**src/rtl/reset_sequencer_pkg.sv**
```systemverilog
// Shared definitions for the staged reset sequencer: state encoding,
// reset-cause codes, event counter width and a saturating increment helper.
package reset_sequencer_pkg;

  typedef enum logic [1:0] {
    ST_HOLD    = 2'd0,
    ST_RELEASE = 2'd1,
    ST_RUN     = 2'd2
  } seq_state_t;

  localparam logic [1:0] CAUSE_POR = 2'b00;
  localparam logic [1:0] CAUSE_EXT = 2'b01;
  localparam logic [1:0] CAUSE_SW  = 2'b10;

  localparam int COUNT_W = 8;

  function automatic logic [COUNT_W-1:0] sat_inc(input logic [COUNT_W-1:0] v);
    return (v == {COUNT_W{1'b1}}) ? v : v + COUNT_W'(1);
  endfunction

endpackage

```
**src/rtl/reset_sequencer_rst_req_filter.sv**
```systemverilog
// External reset request conditioner: two-flop synchroniser followed by a
// consecutive-sample filter. ext_filt rises on the REQ_FILT-th consecutive
// high synchronised sample and drops on the first low one.
module rst_req_filter #(
  parameter int REQ_FILT = 4
) (
  input  logic clk_25,
  input  logic reset,
  input  logic ext_rst_req,
  output logic ext_filt
);

  localparam int FC_W = $clog2(REQ_FILT + 1);
  localparam logic [FC_W-1:0] FILT_MAX  = FC_W'(REQ_FILT);
  localparam logic [FC_W-1:0] FILT_LAST = FC_W'(REQ_FILT - 1);

  logic            sync1;
  logic            sync2;
  logic [FC_W-1:0] run_cnt;

  // Bring the asynchronous pin into the clk_25 domain.
  always_ff @(posedge clk_25) begin
    if (reset) begin
      sync1 <= 1'b0;
      sync2 <= 1'b0;
    end else begin
      sync1 <= ext_rst_req;
      sync2 <= sync1;
    end
  end

  // Count consecutive high samples; a single low sample clears everything.
  always_ff @(posedge clk_25) begin
    if (reset) begin
      run_cnt  <= '0;
      ext_filt <= 1'b0;
    end else if (!sync2) begin
      run_cnt  <= '0;
      ext_filt <= 1'b0;
    end else begin
      if (run_cnt != FILT_MAX)
        run_cnt <= run_cnt + FC_W'(1);
      ext_filt <= (run_cnt >= FILT_LAST);
    end
  end

endmodule

```
**src/rtl/reset_sequencer.sv**
```systemverilog
// Staged reset generator. Holds all channels in reset for POR_DELAY cycles
// after reset or an accepted request, then releases ch0..ch(NUM_CH-1) one
// STAGE_DELAY apart. Records the last reset cause and counts request events.
// The countdown is "expire when the counter reads 1" so that a load of N
// releases on exactly the N-th edge after the load.
module reset_sequencer
  import reset_sequencer_pkg::*;
#(
  parameter int NUM_CH      = 4,
  parameter int CNT_W       = 16,
  parameter int POR_DELAY   = 250,
  parameter int STAGE_DELAY = 25,
  parameter int REQ_FILT    = 4
) (
  input  logic               clk_25,
  input  logic               reset,
  input  logic               ext_rst_req,
  input  logic               sw_rst_req,
  output logic [NUM_CH-1:0]  rst_out,
  output logic               seq_busy,
  output logic               all_released,
  output logic [1:0]         rst_cause,
  output logic [COUNT_W-1:0] rst_count
);

  localparam int IDX_W = (NUM_CH > 1) ? $clog2(NUM_CH) : 1;
  localparam logic [CNT_W-1:0] POR_LOAD   = CNT_W'(POR_DELAY);
  localparam logic [CNT_W-1:0] STAGE_LOAD = CNT_W'(STAGE_DELAY);
  localparam logic [IDX_W-1:0] LAST_IDX   = IDX_W'(NUM_CH - 1);

  seq_state_t        state, state_nx;
  logic [CNT_W-1:0]  cnt, cnt_nx;
  logic [IDX_W-1:0]  idx, idx_nx;
  logic [NUM_CH-1:0] rst_out_nx;
  logic              ext_filt;
  logic              ext_filt_d;
  logic              req;
  logic              ext_event;
  logic              cnt_expired;

  rst_req_filter #(
    .REQ_FILT (REQ_FILT)
  ) u_filter (
    .clk_25      (clk_25),
    .reset       (reset),
    .ext_rst_req (ext_rst_req),
    .ext_filt    (ext_filt)
  );

  // A held ext_filt keeps reloading the sequence but only its rising edge is an event.
  assign req         = sw_rst_req | ext_filt;
  assign ext_event   = ext_filt & ~ext_filt_d;
  assign cnt_expired = (cnt <= CNT_W'(1));

  // State, counter, index and registered outputs.
  always_ff @(posedge clk_25) begin
    if (reset) begin
      state        <= ST_HOLD;
      cnt          <= POR_LOAD;
      idx          <= '0;
      rst_out      <= '1;
      seq_busy     <= 1'b1;
      all_released <= 1'b0;
      ext_filt_d   <= 1'b0;
    end else begin
      state        <= state_nx;
      cnt          <= cnt_nx;
      idx          <= idx_nx;
      rst_out      <= rst_out_nx;
      seq_busy     <= (state_nx != ST_RUN);
      all_released <= (state_nx == ST_RUN);
      ext_filt_d   <= ext_filt;
    end
  end

  // Next state: any request restarts HOLD, otherwise count down and step through channels.
  always_comb begin
    state_nx = state;
    cnt_nx   = cnt;
    idx_nx   = idx;
    if (req) begin
      state_nx = ST_HOLD;
      cnt_nx   = POR_LOAD;
      idx_nx   = '0;
    end else begin
      case (state)
        ST_HOLD: begin
          if (cnt_expired) begin
            cnt_nx   = STAGE_LOAD;
            idx_nx   = IDX_W'(1);
            state_nx = (NUM_CH == 1) ? ST_RUN : ST_RELEASE;
          end else begin
            cnt_nx = cnt - CNT_W'(1);
          end
        end
        ST_RELEASE: begin
          if (cnt_expired) begin
            cnt_nx = STAGE_LOAD;
            if (idx == LAST_IDX) begin
              state_nx = ST_RUN;
              idx_nx   = '0;
            end else begin
              idx_nx = idx + IDX_W'(1);
            end
          end else begin
            cnt_nx = cnt - CNT_W'(1);
          end
        end
        ST_RUN: begin
          state_nx = ST_RUN;
        end
        default: begin
          state_nx = ST_HOLD;
          cnt_nx   = POR_LOAD;
          idx_nx   = '0;
        end
      endcase
    end
  end

  // Next reset mask: channels only ever clear one at a time, lowest first.
  always_comb begin
    rst_out_nx = rst_out;
    if (req) begin
      rst_out_nx = '1;
    end else begin
      case (state)
        ST_HOLD:    rst_out_nx = cnt_expired ? ~NUM_CH'(1) : '1;
        ST_RELEASE: if (cnt_expired) rst_out_nx = rst_out & ~(NUM_CH'(1) << idx);
        ST_RUN:     rst_out_nx = '0;
        default:    rst_out_nx = '1;
      endcase
    end
  end

  // Cause and event count; an external event wins over a same-cycle software request.
  always_ff @(posedge clk_25) begin
    if (reset) begin
      rst_cause <= CAUSE_POR;
      rst_count <= '0;
    end else if (ext_event) begin
      rst_cause <= CAUSE_EXT;
      rst_count <= sat_inc(rst_count);
    end else if (sw_rst_req) begin
      rst_cause <= CAUSE_SW;
      rst_count <= sat_inc(rst_count);
    end
  end

endmodule
```
**config.mk**
```make
export PLATFORM = sky130hd
export DESIGN_NAME = reset_sequencer
export DESIGN_NICKNAME = d
export VERILOG_FILES = /design/src/rtl/reset_sequencer_pkg.sv /design/src/rtl/reset_sequencer_rst_req_filter.sv /design/src/rtl/reset_sequencer.sv
export SDC_FILE = /design/constraint.sdc
export NUM_CORES = 1
export LEC_CHECK = 0
export CAP_MARGIN = 20
export CORE_AREA = 2 2 70 72
export CTS_CLUSTER_SIZE = 25
export DETAILED_ROUTE_END_ITERATION = 7
export DIE_AREA = 0 0 72 74
export PLACE_DENSITY = 0.69
export SYNTH_ARGS = -nofsm -noshare
export SYNTH_HDL_FRONTEND = slang
export SYNTH_HIERARCHICAL = 1
export SYNTH_SLANG_ARGS = --single-unit
```
**constraint.sdc**
```tcl
create_clock -name clk_25 -period 3.43 [get_ports clk_25]
set_clock_uncertainty 0.05 [all_clocks]
set_input_delay 1.029 -clock clk_25 [delete_from_list [all_inputs] [get_ports clk_25]]
set_output_delay 1.029 -clock clk_25 [all_outputs]
set_load 0.03 [all_outputs]
```
==> results.md, run 1 <==
- Outcome: completed
- Post-synth net total: 247
- TritonCTS clock tree: built
- CP Max Fanout: 8
- DP Area: 2260 µm²
- Final period util: 73.8%
- CTS resizes: 0
- Core ar.: 4600 µm²
- Final-report hold violation count: 0
- Post-synth top area share: 43.0%
- Flop and latch count out of synthesis: 43
- Crit path max-delay family: buffers and inverters
- Final std cells w/o fill: 311
- CP startpoint: rst_count[2]
- Cts hold-fix bufs: 0
- DP Wirelength: 2750 µm
- Crit path launch type: register
- Post-route cell area: 2360 µm²
- Clock sinks: 43
- Unique masters post-synth: 43
- Mapped cell area: 2000 µm²
- Count leader, synth: dfxtp_1
- Worst reg2reg path endpoint: idx[1]
- Final Setup Violations: 0
- Final Routed Wirelength: 3930 µm
- Placed Cells: 303
- Commonest cells post-synth: 43 x dfxtp_1, 26 x nor2_1, 18 x a21oi_1, 17 x nand3_1, 16 x nand2_1
- Clk_lat worst skew: 0.29 ns
- DRT Pass-1 Iters: 4
- WS Path Type: register to output pin
- Peak Freq: 395 MHz
- Root buf cell: clkbuf_8
- CP max stage cell: clkdlybuf4s50_1
- Nets: 270
- Number of synthesized flops with an enable pin: 0
- CP Capture Type: output pin
- Instance count on the critical path: 1
- Setup_tns: 0 ns
- R2R setup slack: 1.26 ns
- Die ar.: 5330 µm²
- I/O Buffers: 19
- Slew Limit Fails: 0
- DR iter-0 viols: 91
- Yosys warns: 6
- Average size of a mapped cell: 8.60 µm²
- Ys async rst share: 0%
- Vias in the first global route: 1530
- Routed vias: 1691
- Sequential cell area fraction in the yosys report: 43.0%
- Synthesis-to-finish area growth: 17.7%
- Initial antenna violation count: 0
- Row count: 25
- Largest stage delay, worst path: 0.72 ns
- Fill cells: 444
- R2r worst-path depth: 5
- WP data arrival: 1.45 ns
- Ys flop type: dfxtp_1
- Setup Buffers After CTS: 0
- Clk slew on worst S/H paths: 0.08 ns
- Starting Density: 43.6%
- Antenna Diode Count: 0
- Worst flop-to-flop path startpoint: cnt[12]
- IO Pins: 20
- Crit-path cells: clkdlybuf4s50_1
- Global Route Usage Sum: 16.0%
- DIE WIDTH: 72 µm
- Minimum clock period: 2.53 ns
- Tightest Pin Transition: 0.762 ns
- Routed len/inst: 12.6 µm
- CTS buffer count: 5
- VDD IR max: 0.000360 V
- Worst setup path endpoint: rst_count[2]
- CTS H-Tree Depth: 2
- Cells after synthesis: 233
- Drt drc: 0
- Synth area leader: dfxtp_1
- RSZ-0062 raised after global routing: false
- Vias per cell: 5.44
- PwrDens: 388 nW/µm²
- Die Ht: 74 µm
- Pin count of the biggest net entering global routing: 14
- Remaining antenna violation count: 0
- GPL Wtd Cong: 0.801
- Worst path buffer plus inverter count: 1
- Area contributors post-synth: dfxtp_1 43%, ha_1 6.2%, nor2_1 4.9%
- Leakage power: 0.856 nW
- Global-route wire length before repair: 6800 µm
- Clock buffer depth: 2
- Layout cells sized above 1: 5.84%
- Hold crit path type: register to register
- Overflow after GRT: 0
- Slew HR: 49.0%
- Max-Cap Viols: 0
- CP Data Required Time: 2.35 ns
## sequential cells by signal, indices dropped and copies added, names as in the netlist, 2 cells and up
register          cells
rst_out               4
u_filter/run_cnt      3
state                 2
cnt                  16
rst_cause             2
rst_count             8
idx                   2
## cells by family (layout without fill, tap and decap cells)
logic type | Yosys count | count (layout) | synth area share (%)
flip-flops | 43 | 43 | 43.0
AND/OR/NAND/NOR | 100 | 100 | 25.7
adder cells (fa/ha/maj) | 10 | 10 | 6.25
buffers and inverters | 16 | 40 | 3.00
multiplexers | 1 | 1 | 0.500
AO/OA/AOI/OAI | 51 | 51 | 16.4
XOR/XNOR | 12 | 12 | 5.25
## layer usage
| metal | GRT usage, % | share of wire (%) |
|---|---|---|
| met1 | 21.3 | 50 |
| met2 | 26.1 | 44 |
| met3 | 4.07 | 4.5 |
| met4 | 4.40 | 1.2 |
| met5 | 0 | 0 |
## through the flow
step	utilization (%)	setup slack (ns)	total power [W]	hold slack, ns
final	51.3	0.899	0.000914	0.409
after global routing	51.3	0.849	0.000948	0.422
after CTS	51.3	0.892	0.000921	0.408
after detailed placement	49.1	0.711	0.000579	0.395
after global placement	49.1	0.749	0.000579	0.368
after floorplan	-	1.21	0.000559	0.364
## power by group
group	total (W)	internal [W]	leakage, nW	switching, W
Clock	0.000346	0.000184	0.0515	0.000162
Sequential	0.000513	0.000506	0.349	0.00000708
Combinational	0.0000548	0.0000233	0.456	0.0000315
## worst min path at each step
stage                    from        endpoint  depth (start not counted)
2_1_floorplan  u_filter/sync1  u_filter/sync2                          1
3_3_place_gp   u_filter/sync1  u_filter/sync2                          1
3_5_place_dp   u_filter/sync1  u_filter/sync2                          1
4_1_cts        u_filter/sync1  u_filter/sync2                          1
5_1_grt        u_filter/sync1  u_filter/sync2                          1
6_report       u_filter/sync1  u_filter/sync2                          1
## layout by cell type (no fill, tap or decap), types with 7 or more instances in the layout
| cell | count |
|---|---|
| dfxtp_1 | 43 |
| nor2_1 | 26 |
| clkdlybuf4s50_1 | 19 |
| a21oi_1 | 18 |
| nand3_1 | 17 |
| nand2_1 | 16 |
| inv_1 | 11 |
| ha_1 | 10 |
| nor3_1 | 9 |
| o21ai_0 | 9 |
| xnor2_1 | 7 |
| clkbuf_8 | 7 |
## worst register-to-register path: cells and delay by family (launching register included)
kind	cells	cell delay, ns
simple gates	2	1.07
flops	1	0.35
compound gates	3	0.58
## final cells by class
cell class,instances,area [µm²],share of cell area [%]
Sequential cell,43,861,36.5
Clock buffer,8,100,4.25
Multi-Input combinational cell,174,1080,45.9
Tap cell,54,67.6,2.87
Timing Repair Buffer,21,205,8.70
Inverter,11,41.3,1.75
Power figures use the tool's default switching activity.
==> run 2: changes to the inputs <==
PLACE_DENSITY = 0.72   (was 0.69)
clock period = 2.2 ns   (was 3.43 ns; I/O delays follow)
==> run 2 against run 1 <==
  * Flip-flop and latch count stayed put
  * Clock-buffer cell count fell by 2
  * Cell area up 4.1%
  * Critical path type unchanged
  * Largest cell class unchanged
==> results.md, run 2 (synthesis results as in run 1) <==
- IO Pins: 20 (unchanged)
- Crit path max-delay family: buffers and inverters (unchanged)
- Initial antenna violation count: 0 (unchanged)
- Synthesis-to-finish area growth: 22.5% (was 17.7%)
- Nets: 282 (was 270)
- DR iter-0 viols: 83 (was 91)
- Final Setup Violations: 0 (unchanged)
- Drt drc: 0 (unchanged)
- Hold crit path type: register to register (unchanged)
- Setup_tns: 0 ns (unchanged)
- Core ar.: 4600 µm² (unchanged)
- Leakage power: 0.937 nW (was 0.856 nW)
- CP max stage cell: clkdlybuf4s50_1 (unchanged)
- Commonest cells after routing, fill and taps aside: 43 x dfxtp_1, 25 x nor2_1, 18 x a21oi_1, 18 x clkdlybuf4s50_1, 17 x nand3_1 (was 43 x dfxtp_1, 26 x nor2_1, 19 x clkdlybuf4s50_1)
- Most common cell after layout, fill and taps aside: dfxtp_1 (unchanged)
- Global Route Usage Sum: 16.8% (was 16.0%)
- Routed vias: 1749 (was 1691)
- RSZ-0062 raised after global routing: false (unchanged)
- VDD IR max: 0.000352 V (was 0.000360 V)
- Worst reg2reg path endpoint: cnt[9] (was idx[1])
- PwrDens: 608 nW/µm² (was 388 nW/µm²)
- Final period util: 96.7%
- Minimum clock period: 2.13 ns
- Global-route wire length before repair: 7040 µm (was 6800 µm)
- CP Capture Type: output pin (unchanged)
- Hold path startpoint: u_filter/sync1 (unchanged)
- Clk_lat worst skew: 0.30 ns (was 0.29 ns)
- Worst flop-to-flop path startpoint: cnt[1] (was cnt[12])
- Slew HR: 69.5% (was 49.0%)
- R2r worst-path depth: 8 (was 5)
- Pin count of the biggest net entering global routing: 13 (was 14)
- CTS H-Tree Depth: 2 (unchanged)
- Starting Density: 43.6% (unchanged)
- Max-Cap Viols: 0 (unchanged)
- Crit-path cells: clkdlybuf4s50_1 (unchanged)
- Instance count on the critical path: 1 (unchanged)
- Top reg by flops: cnt (unchanged)
- WS Path Type: register to output pin (unchanged)
- Final Routed Wirelength: 4070 µm (was 3930 µm)
- R2R setup slack: 0.16 ns (was 1.26 ns)
- DRT Pass-1 Iters: 4 (unchanged)
- CP Max Fanout: 5 (was 8)
- Outcome: completed (unchanged)
- CTS buffer count: 5 (unchanged)
- WP data arrival: 1.42 ns (was 1.45 ns)
- Root buf cell: clkbuf_8 (unchanged)
- Row count: 25 (unchanged)
- Overflow after GRT: 0 (unchanged)
- DIE WIDTH: 72 µm (unchanged)
- CP Data Required Time: 1.49 ns (was 2.35 ns)
- Crit path launch type: register (unchanged)
- Antenna Diode Count: 0 (unchanged)
- Worst setup path endpoint: rst_count[7] (was rst_count[2])
- Die ar.: 5330 µm² (unchanged)
- Layout cells sized above 1: 10.1% (was 5.84%)
- Tightest Pin Transition: 0.458 ns (was 0.762 ns)
- Vias per cell: 5.43 (was 5.44)
- Largest stage delay, worst path: 0.70 ns (was 0.72 ns)
- Final Hold Slack: 0.397 ns (was 0.409 ns)
- DP Wirelength: 2900 µm (was 2750 µm)
- Top Registers: cnt x16, rst_count x8, rst_out x4 (unchanged)
- Clock sinks: 43 (unchanged)
- Slew Limit Fails: 0 (unchanged)
- Setup Buffers After CTS: 0 (unchanged)
- Clock buffer depth: 2 (unchanged)
- Routed len/inst: 12.6 µm (about the same)
- CP startpoint: rst_count[7] (was rst_count[2])
- Peak Freq: 470 MHz
- Final-report hold violation count: 0 (unchanged)
- Clk slew on worst S/H paths: 0.08 ns (about the same)
- I/O Buffers: 19 (unchanged)
- Vias in the first global route: 1559 (was 1530)
- TritonCTS clock tree: built (unchanged)
- Worst path buffer plus inverter count: 1 (unchanged)
- Die Ht: 74 µm (unchanged)
- GPL Wtd Cong: 0.832 (was 0.801)
- Remaining antenna violation count: 0 (unchanged)
- Largest register FFs: 16 (unchanged)
[run 2: changes by cell type in the layout (fill, tap and decap cells not counted)]
cell / change
nor2_1: -1
bufinv_16: +1
nor2_2: +1
buf_4: +12
dlymetal6s2s_1: +1
clkbuf_8: -2
clkdlybuf4s50_1: -1
[run 2: area by class of cell]
class | instances | area, µm²
clock inverter | 1 | 30.0
timing repair buffer | 33 | 298
inverter | 11 | 41.3
fill | 441 | 2140
tap | 54 | 67.6
multi-input combinational | 174 | 1080
clock buffer | 6 | 72.6
sequential | 43 | 861
[run 2: repair_timing]
action,in CTS,in global routing
hold buffers,0,0
setup endpoints to repair,0,2
gates resized for setup,0,2
[run 2: worst min path at each step]
stage	end	slack, ns	cells past startpoint
after global placement	u_filter/sync2	0.37	1
after detailed placement	u_filter/sync2	0.38	1
after global routing	u_filter/sync2	0.41	1
after floorplan	u_filter/sync2	0.36	1
after CTS	u_filter/sync2	0.40	1
final	u_filter/sync2	0.40	1
[run 2: report_power, final]
part	internal [W]	switching, W
sequential	0.000789	0.00000941
combinational	0.0000452	0.0000538
clock	0.000333	0.000262
[run 2: layer usage]
layer  routed length, µm  global-route usage (%)  vias to the layer above
li1                    -                       -                      897
met1                1950                    21.9                      810
met2                1880                    27.6                       35
met3                 166                    2.85                        7
met4                  73                    7.55                        0
met5                   0                       0                        -
[run 2: metrics by stage]
stage | area, µm² | setup WS, ns | util, % | cells | power, W
2_1_floorplan | 2000 | 0.293 | - | 233 | 0.000871
3_3_place_gp | 2350 | 0.0846 | 51.0 | 315 | 0.000913
3_5_place_dp | 2350 | 0.0942 | 51.0 | 315 | 0.000915
4_1_cts | 2450 | 0.0388 | 53.3 | 322 | 0.00150
5_1_grt | 2450 | 0.0123 | 53.4 | 322 | 0.00155
6_report | 2450 | 0.0720 | 53.4 | 322 | 0.00149
